[config.mk]
export PLATFORM = sky130hd
export DESIGN_NAME = main_host_driver
export DESIGN_NICKNAME = d
export VERILOG_FILES = /design/src/rtl/main_host_pkg.sv /design/src/rtl/main_host_fsm.sv /design/src/rtl/main_host_driver.sv
export SDC_FILE = /design/constraint.sdc
export NUM_CORES = 1
export LEC_CHECK = 0
export CORE_AREA = 4 4 217 219
export CTS_BUF_LIST = sky130_fd_sc_hd__clkbuf_8 sky130_fd_sc_hd__clkbuf_16
export DETAILED_ROUTE_END_ITERATION = 12
export DIE_AREA = 0 0 221 223
export RECOVER_POWER = 50
export SLEW_MARGIN = 20
export SYNTH_ARGS = -nofsm -noshare
export SYNTH_HDL_FRONTEND = slang
export SYNTH_SLANG_ARGS = --single-unit
[constraint.sdc]
create_clock -name clk -period 2.1 [get_ports clk]
set_clock_uncertainty 0.1 [all_clocks]
set_input_delay 0.21 -clock clk [delete_from_list [all_inputs] [get_ports clk]]
set_output_delay 0.21 -clock clk [all_outputs]
set_load 0.005 [all_outputs]
[src/rtl/main_host_pkg.sv]
// main_host_pkg: shared state encoding and default sizes for the main host driver
package main_host_pkg;
    localparam int DEF_DATA_W = 64;
    localparam int DEF_DEPTH  = 1;
    typedef enum logic [2:0] {IDLE, LOAD, START, WAIT, RESULT, DRAIN} state_e;
endpackage

[src/rtl/main_host_fsm.sv]
// main_host_fsm: job sequencing state, array index and saturating wait-cycle counter
module main_host_fsm
    import main_host_pkg::*;
#(
    parameter int DEPTH   = DEF_DEPTH,
    parameter int ADDR_W  = 1,
    parameter int TIMEOUT = 1024,
    parameter int CNT_W   = 32
) (
    input  logic              clk,
    input  logic              rst_n,
    input  logic              job_valid,
    input  logic              ld_valid,
    input  logic              w_enable,
    input  logic              res_ready,
    input  logic              rd_ready,
    output logic [2:0]        state_o,
    output logic [ADDR_W-1:0] idx_o,
    output logic [CNT_W-1:0]  cnt_o,
    output logic              last_o,
    output logic              tmo_o
);
    state_e            state_q, state_d;
    logic [ADDR_W-1:0] idx_q, idx_d;
    logic [CNT_W-1:0]  cnt_q, cnt_d;
    logic              last, tmo;

    assign last    = idx_q == ADDR_W'(DEPTH - 1);
    assign tmo     = cnt_q == CNT_W'(TIMEOUT - 1);
    assign state_o = state_q;
    assign idx_o   = idx_q;
    assign cnt_o   = cnt_q;
    assign last_o  = last;
    assign tmo_o   = tmo;

    always_ff @(posedge clk or negedge rst_n) begin
        if (!rst_n) begin
            state_q <= IDLE;
            idx_q   <= '0;
            cnt_q   <= '0;
        end else begin
            state_q <= state_d;
            idx_q   <= idx_d;
            cnt_q   <= cnt_d;
        end
    end

    always_comb begin
        state_d = state_q;
        idx_d   = idx_q;
        cnt_d   = cnt_q;
        case (state_q)
            IDLE: if (job_valid) begin
                state_d = LOAD;
                idx_d   = '0;
            end
            LOAD: if (ld_valid) begin
                idx_d   = last ? '0 : idx_q + 1'b1;
                state_d = last ? START : LOAD;
            end
            START: begin
                state_d = WAIT;
                cnt_d   = '0;
            end
            WAIT: if (w_enable || tmo) state_d = RESULT;
                  else if (cnt_q != '1) cnt_d = cnt_q + 1'b1;
            RESULT: if (res_ready) begin
                state_d = DRAIN;
                idx_d   = '0;
            end
            DRAIN: if (rd_ready) begin
                idx_d   = last ? '0 : idx_q + 1'b1;
                state_d = last ? IDLE : DRAIN;
            end
            default: state_d = IDLE;
        endcase
    end
endmodule

[src/rtl/main_host_driver.sv]
// main_host_driver: host sequencer that preloads main's array, starts it, times completion
// and streams the result and the whole array back out.
module main_host_driver
    import main_host_pkg::*;
#(
    parameter int DATA_W  = DEF_DATA_W,
    parameter int DEPTH   = DEF_DEPTH,
    parameter int ADDR_W  = (DEPTH > 1) ? $clog2(DEPTH) : 1,
    parameter int TIMEOUT = 1024,
    parameter int CNT_W   = 32
) (
    input  logic              clk,
    input  logic              rst_n,
    input  logic              job_valid,
    output logic              job_ready,
    input  logic [DATA_W-1:0] job_init,
    input  logic              ld_valid,
    output logic              ld_ready,
    input  logic [DATA_W-1:0] ld_data,
    output logic              res_valid,
    input  logic              res_ready,
    output logic [DATA_W-1:0] res_data,
    output logic [CNT_W-1:0]  res_cycles,
    output logic              res_timeout,
    output logic              rd_valid,
    input  logic              rd_ready,
    output logic [DATA_W-1:0] rd_data,
    output logic              rd_last,
    output logic              r_enable,
    output logic [DATA_W-1:0] init_i,
    output logic              controlArr,
    output logic              controlArrWEnable_a,
    output logic [ADDR_W-1:0] controlArrAddr_a,
    output logic [DATA_W-1:0] controlArrWData_a,
    input  logic [DATA_W-1:0] controlArrRData_a,
    input  logic              w_enable,
    input  logic [DATA_W-1:0] result
);
    logic [2:0]        state;
    state_e            st;
    logic [ADDR_W-1:0] idx;
    logic [CNT_W-1:0]  cnt;
    logic              last, tmo, done;
    logic [DATA_W-1:0] init_q, init_d, res_data_q, res_data_d;
    logic [CNT_W-1:0]  res_cycles_q, res_cycles_d;
    logic              res_timeout_q, res_timeout_d;

    main_host_fsm #(
        .DEPTH(DEPTH), .ADDR_W(ADDR_W), .TIMEOUT(TIMEOUT), .CNT_W(CNT_W)
    ) u_fsm (
        .clk(clk), .rst_n(rst_n), .job_valid(job_valid), .ld_valid(ld_valid),
        .w_enable(w_enable), .res_ready(res_ready), .rd_ready(rd_ready),
        .state_o(state), .idx_o(idx), .cnt_o(cnt), .last_o(last), .tmo_o(tmo)
    );

    assign st   = state_e'(state);
    // w_enable takes priority over a timeout landing on the same cycle
    assign done = (st == WAIT) && (w_enable || tmo);

    always_comb begin
        init_d        = (st == IDLE && job_valid) ? job_init : init_q;
        res_data_d    = done ? (w_enable ? result : '0) : res_data_q;
        res_cycles_d  = done ? (w_enable ? cnt : CNT_W'(TIMEOUT)) : res_cycles_q;
        res_timeout_d = done ? !w_enable : res_timeout_q;
    end

    always_ff @(posedge clk or negedge rst_n) begin
        if (!rst_n) begin
            init_q        <= '0;
            res_data_q    <= '0;
            res_cycles_q  <= '0;
            res_timeout_q <= 1'b0;
        end else begin
            init_q        <= init_d;
            res_data_q    <= res_data_d;
            res_cycles_q  <= res_cycles_d;
            res_timeout_q <= res_timeout_d;
        end
    end

    assign job_ready           = st == IDLE;
    assign ld_ready            = st == LOAD;
    assign r_enable            = st == START;
    assign res_valid           = st == RESULT;
    assign rd_valid            = st == DRAIN;
    assign controlArr          = ld_ready || rd_valid;
    assign controlArrWEnable_a = ld_ready && ld_valid;
    assign controlArrAddr_a    = controlArr ? idx : '0;
    assign controlArrWData_a   = ld_ready ? ld_data : '0;
    assign rd_data             = rd_valid ? controlArrRData_a : '0;
    assign rd_last             = rd_valid && last;
    assign init_i              = init_q;
    assign res_data            = res_data_q;
    assign res_cycles          = res_cycles_q;
    assign res_timeout         = res_timeout_q;
endmodule

==> flow_metrics.tcl, run 1 <==
set metrics [dict create \
    num_vias 9494 \
    fin_nets 1721 \
    worstPathArrival_ps 2490 \
    cts_tree "built" \
    fin_crit_sh_pct 108 \
    ff2ff_path_depth 7 \
    max-cap-violations 0 \
    io_buffers 559 \
    clk_latency_ps 450 \
    min_path_cells 2 \
    p_switching_mw 7.08 \
    design_area_um2 18600 \
    path_buf_inv 1 \
    critical-path-max-stage-delay_ps 530 \
    tightest_slew_ps 1230 \
    min_period_ps 2270 \
    drive_gt1_share_pct 39.7 \
    antenna_found_initial 2 \
    p_int_mw 14.8 \
    rsz0062_at_grt "yes" \
    required_ps 2320 \
    worst_slack_ps -169 \
    path_cells "ha_4 -> buf_12 -> nand3_4 -> or4_4 -> or3_4 -> o311ai_2 -> o31ai_1" \
    cts_root_buf "clkbuf_16" \
    dp.cells 1959 \
    hold_viol 0 \
    cp_slowest_cell "or4_4" \
    drv_slew 0 \
    status "finished, violations left" \
    finalSetupTns_ps -4620 \
    cts_buffers 17 \
    syn_inst 747 \
    clkTransAtPathRegs_ps 80 \
    synth.net_count 1011 \
    path_delay_family "simple AND/OR/NAND/NOR gates" \
    crit_cells 7 \
    htreeDepth 4 \
    yosysWarnings 0 \
    synth-seq-cells 196 \
    syn_area_per_cell_um2 11.9 \
    max_freq_mhz 441 \
    fin_cells 2071 \
    core_um2 45100 \
    dp_hpwl_um 35300 \
    grt_util_all_layers_pct 17.7 \
    max_slew_margin_pct 18.1 \
    critPathMaxFanout 3 \
    globalplace.congestion 0.876 \
    start_util_pct 19.8 \
    clock_path_buffers 2 \
    wl_per_cell_um 22.9 \
    drt_first_pass_iters 4 \
    setup-violations-final 78 \
    swShare_pct 32.3 \
    fp.dieW_um 221 \
    routed_via_density 4.58 \
    criticalPathCategory "reg -> reg" \
    die_y_um 223 \
    cts.sinks 196 \
    async_flop_share_pct 100 \
    worstSetupStartpointType "flop" \
    place_area_um2 16100 \
    hold_class "in -> reg" \
    ios 561 \
    p_leak_nw 8.32 \
    final_common_cell "clkdlybuf4s50_1" \
    drc_errors 0 \
    clockPowerShare_pct 15.4 \
    p_per_area_nw_per_um2 1180 \
    syn_to_final_growth_pct 109 \
    vdd_drop_max_mv 0.587 \
    ys_seq_area_share_pct 55.1 \
    seqPwrFrac_pct 26.5 \
    ys.flop_type "dfrtp_1" \
    endpoint_kind "flop" \
    dieArea_um2 49300 \
    synth_edf_count 0 \
    drtIter0Drc 439 \
    antenna_left 0 \
    final_cell_mix "clkdlybuf4s50_1 (411), dfrtp_1 (192), buf_4 (115), buf_6 (98), a22o_1 (96)" \
    grt_max_degree 65 \
    grt_pass1_wl_um 66300 \
    synth_area_um2 8910 \
    synth_cell_types 61 \
    placementRows 78 \
    dp_slack_ps -43.8 \
    pwr-share-comb_pct 58.1 \
    grt_pass1_vias 9758 \
    violations "negative setup slack" \
    final_util_pct 41.3 \
    routed_wl_um 47500 \
    overflow 0 \
]
## synthesized netlist by cell type (2+ instances only)
| cell type | instances | share of area, % |
|---|---|---|
| a22o_1 | 96 | 9.4 |
| nor4_4 | 2 | 0.48 |
| buf_1 | 3 | 0.13 |
| o311ai_0 | 17 | 1.7 |
| and4_1 | 4 | 0.39 |
| nor4_1 | 8 | 0.56 |
| or2_2 | 2 | 0.14 |
| buf_2 | 18 | 1.0 |
| buf_4 | 3 | 0.25 |
| nand3b_1 | 3 | 0.25 |
| a21oi_1 | 5 | 0.28 |
| dfrtp_1 | 196 | 55 |
| o21ai_0 | 5 | 0.28 |
| inv_1 | 6 | 0.25 |
| nand3_1 | 10 | 0.56 |
| mux2_2 | 64 | 8.1 |
| nand2_1 | 19 | 0.80 |
| nor2b_1 | 5 | 0.35 |
| and2_1 | 70 | 4.9 |
| nor3_1 | 4 | 0.22 |
| nand4_1 | 15 | 1.1 |
| clkbuf_1 | 42 | 1.8 |
| or3_1 | 2 | 0.14 |
| a31oi_1 | 2 | 0.14 |
| mux2i_1 | 2 | 0.22 |
| o31ai_1 | 22 | 1.9 |
| o41ai_1 | 2 | 0.20 |
| nor2_1 | 10 | 0.42 |
| nand3_2 | 2 | 0.22 |
| nand2b_1 | 2 | 0.14 |
| o21ai_1 | 2 | 0.11 |
| and3_1 | 72 | 5.1 |
| or4_1 | 4 | 0.34 |
## flip-flops by register name, indices dropped and copies added, names as in the netlist
signal / count
res_data: 64
init_i: 64
res_cycles: 32
u_fsm.state_o: 3
res_timeout: 1
u_fsm.cnt_o: 32
## final cells by class
type	instances	area, um^2
clock buffer	19	453
clock inverter	13	148
antenna	1	2.50
sequential	196	4910
timing repair buffer	758	7760
fill	4311	26500
tap	600	751
multi-input combinational	478	4580
inverter	6	22.5
## power by group through the flow
stage / Combinational, mW / Sequential (mW) / Clock, mW
floorplan: 3.21 / 5.89 / 0
global placement: 9.67 / 5.85 / 0
detailed placement: 9.72 / 5.90 / 0
CTS: 11.9 / 5.83 / 3.54
global route: 13.5 / 5.97 / 3.68
finish: 12.7 / 5.81 / 3.39
## routing by layer
metal / GRT usage, % / routed length, um / vias up
li1: - / - / 4251
met1: 17.6 / 16000 / 4738
met2: 34.4 / 26400 / 445
met3: 6.03 / 3690 / 60
met4: 5.50 / 1420 / 0
met5: 0 / 0 / -
## final timing paths
path,slack [ps],endpoint,start
max in group asynchronous,160,init_i[24],rst_n
worst max register to register,-170,u_fsm.cnt_o[22],u_fsm.cnt_o[1]
worst min register to register,400,res_data[40],res_data[40]
worst max-delay path,-170,u_fsm.cnt_o[22],u_fsm.cnt_o[1]
worst min-delay path,270,res_data[56],result[56]
min in group asynchronous,450,init_i[23],rst_n
## what timing repair did
action / in CTS / in global routing
hold endpoints to repair: 38 / 0
setup endpoints to repair: 167 / 242
hold buffers: 1 / 0
gates resized for setup: 668 / 191
setup buffers: 35 / 34
pin swaps: 32 / 60
gates cloned: 13 / 7
## worst reg2reg max path, stage by stage, from the launching register on
cell and delay [ps]:
dfrtp_1 420, ha_4 180, buf_12 100, nand3_4 100
or4_4 530, or3_4 360, o311ai_2 230, o31ai_1 120
## kinds of logic (layout without fill, tap and decap cells)
logic type,count (synthesis),in the layout,synth area share [%]
AO/OA/AOI/OAI,167,167,15.7
adder cells (fa/ha/maj),1,1,0.140
buffers and inverters,73,796,3.54
flip-flops,196,196,55.1
multiplexers,66,66,8.32
other,1,2,0.0421
AND/OR/NAND/NOR,243,243,17.2
## stage by stage
step	power, mW	hold WS, ps
after CTS	21.3	161
after floorplan	9.10	-186
final	21.9	269
after global placement	15.5	74.4
after global routing	23.1	242
after detailed placement	15.6	78.4
Note: power is estimated with default switching activity, not from simulation.
==> run 2: changes to the inputs <==
SKIP_CTS_REPAIR_TIMING = 1   (was not set)
SKIP_LAST_GASP = 1   (was not set)
==> flow_metrics.tcl, run 2 (synthesis results as in run 1) <==
set metrics [dict create \
    clkTransAtPathRegs_ps 80 \
    swShare_pct 32.9 \
    syn_to_final_growth_pct 103 \
    required_ps 1790 \
    max_slew_margin_pct 19.0 \
    critPathMaxFanout 33 \
    min_period_ps 2420 \
    grt_util_all_layers_pct 16.9 \
    final_common_cell "clkdlybuf4s50_1" \
    status "finished, violations left" \
    die_y_um 223 \
    cts_tree "built" \
    cts.sinks 196 \
    place_area_um2 16100 \
    clockPowerShare_pct 16.8 \
    rsz0062_at_grt "yes" \
    finalPower_mw 20.3 \
    worstSetupStartpointType "flop" \
    hold_class "in -> reg" \
    overflow 0 \
    p_int_mw 13.6 \
    max-cap-violations 0 \
    antenna_left 0 \
    design_area_um2 18100 \
    drtIter0Drc 442 \
    globalplace.congestion 0.876 \
    worst_slack_ps -321 \
    clk_latency_ps 450 \
    drc_errors 0 \
    fp.dieW_um 221 \
    seqPwrFrac_pct 28.7 \
    placementRows 78 \
    setup-violations-final 211 \
    tightest_slew_ps 1220 \
    routed_via_density 4.57 \
    start_util_pct 19.8 \
    final_cell_mix "clkdlybuf4s50_1 (406), dfrtp_1 (191), buf_4 (128), a22o_1 (96), and3_1 (65)" \
    htreeDepth 4 \
    wl_per_cell_um 23.0 \
    io_buffers 559 \
    p_leak_nw 8.93 \
    grt_pass1_vias 9386 \
    p_switching_mw 6.67 \
    fin_nets 1712 \
    criticalPathCategory "reg -> out" \
    grt_pass1_wl_um 63300 \
    drt_first_pass_iters 5 \
    pwr-share-comb_pct 54.6 \
    hold_viol 0 \
    fin_crit_sh_pct 115 \
    vdd_drop_max_mv 0.674 \
    violations "negative setup slack" \
    num_vias 9433 \
    clock_path_buffers 2 \
    antenna_found_initial 2 \
    cts_root_buf "clkbuf_16" \
    drv_slew 0 \
    dp_hpwl_um 35300 \
    max_freq_mhz 413 \
    grt_max_degree 67 \
    cts_buffers 17 \
    routed_wl_um 47500 \
    ios 561 \
    core_um2 45100 \
    endpoint_kind "output pin" \
    dieArea_um2 49300 \
    worstPathArrival_ps 2110 \
    drive_gt1_share_pct 29.8 \
    p_per_area_nw_per_um2 1120 \
]
## run 2: changes by cell type in the layout (fill, tap and decap cells not counted), sizes merged
cell           delta
dlymetal6s2s     +54
dlygate4sd2       -3
clkbuf           +28
buf             -107
dlygate4sd3      +31
clkdlybuf4s15     -7
clkdlybuf4s50     -5
## run 2: routing by layer
| metal | track usage [%] | wire length [um] | vias up |
|---|---|---|---|
| met3 | 6.17 | 3760 | 63 |
| met5 | 0 | 0 | - |
| li1 | - | - | 4233 |
| met4 | 5.21 | 1400 | 0 |
| met2 | 32.7 | 25900 | 443 |
| met1 | 16.8 | 16400 | 4694 |
## run 2: area by class of cell
type / count / area, um^2
fillers: 4347 / 27000
repair buffers: 749 / 7630
flip-flops and latches: 196 / 4910
multi-input cells: 478 / 4200
well taps: 600 / 751
clock buffers: 19 / 453
clock inverters: 13 / 148
inverters: 6 / 22.5
diodes: 1 / 2.50
## run 2: path summary, 6_finish.rpt
kind | end | slack [ps] | depth (start not counted) | from
max | rd_data[61] | -320 | 5 | u_fsm.state_o[1]
min | res_data[56] | 260 | 2 | result[56]
max reg2reg | u_fsm.cnt_o[22] | -170 | 7 | u_fsm.cnt_o[0]
min reg2reg | res_data[10] | 400 | 1 | res_data[10]
max in group asynchronous | init_i[24] | 190 | 3 | rst_n
min in group asynchronous | init_i[23] | 440 | 2 | rst_n
## run 2: per-stage QoR
step	setup TNS (ps)	hold slack, ps	worst slack, ps	util, %	cells
after floorplan	-4.37	-186	-4.37	-	747
after global placement	-329	74.4	-96.8	35.8	1959
after detailed placement	-201	78.4	-43.8	35.8	1959
after CTS	-45600	-406	-530	37.1	1991
after global routing	-48400	241	-399	40.2	2062
final	-23230	261	-321	40.2	2062
## run 2: power by group through the flow
stage	clock [mW]	combinational [mW]	sequential, mW
after floorplan	0	3.21	5.89
after global placement	0	9.67	5.85
after detailed placement	0	9.72	5.90
after CTS	3.54	9.78	5.84
after global routing	3.68	11.8	5.98
final	3.40	11.1	5.82
## run 2: worst max-delay path: stages (launching register included)
cell,delay (ps)
dfrtp_1,420
nor2b_4,160
buf_4,140
buf_12,160
and3_2,260
clkdlybuf4s50_1,530
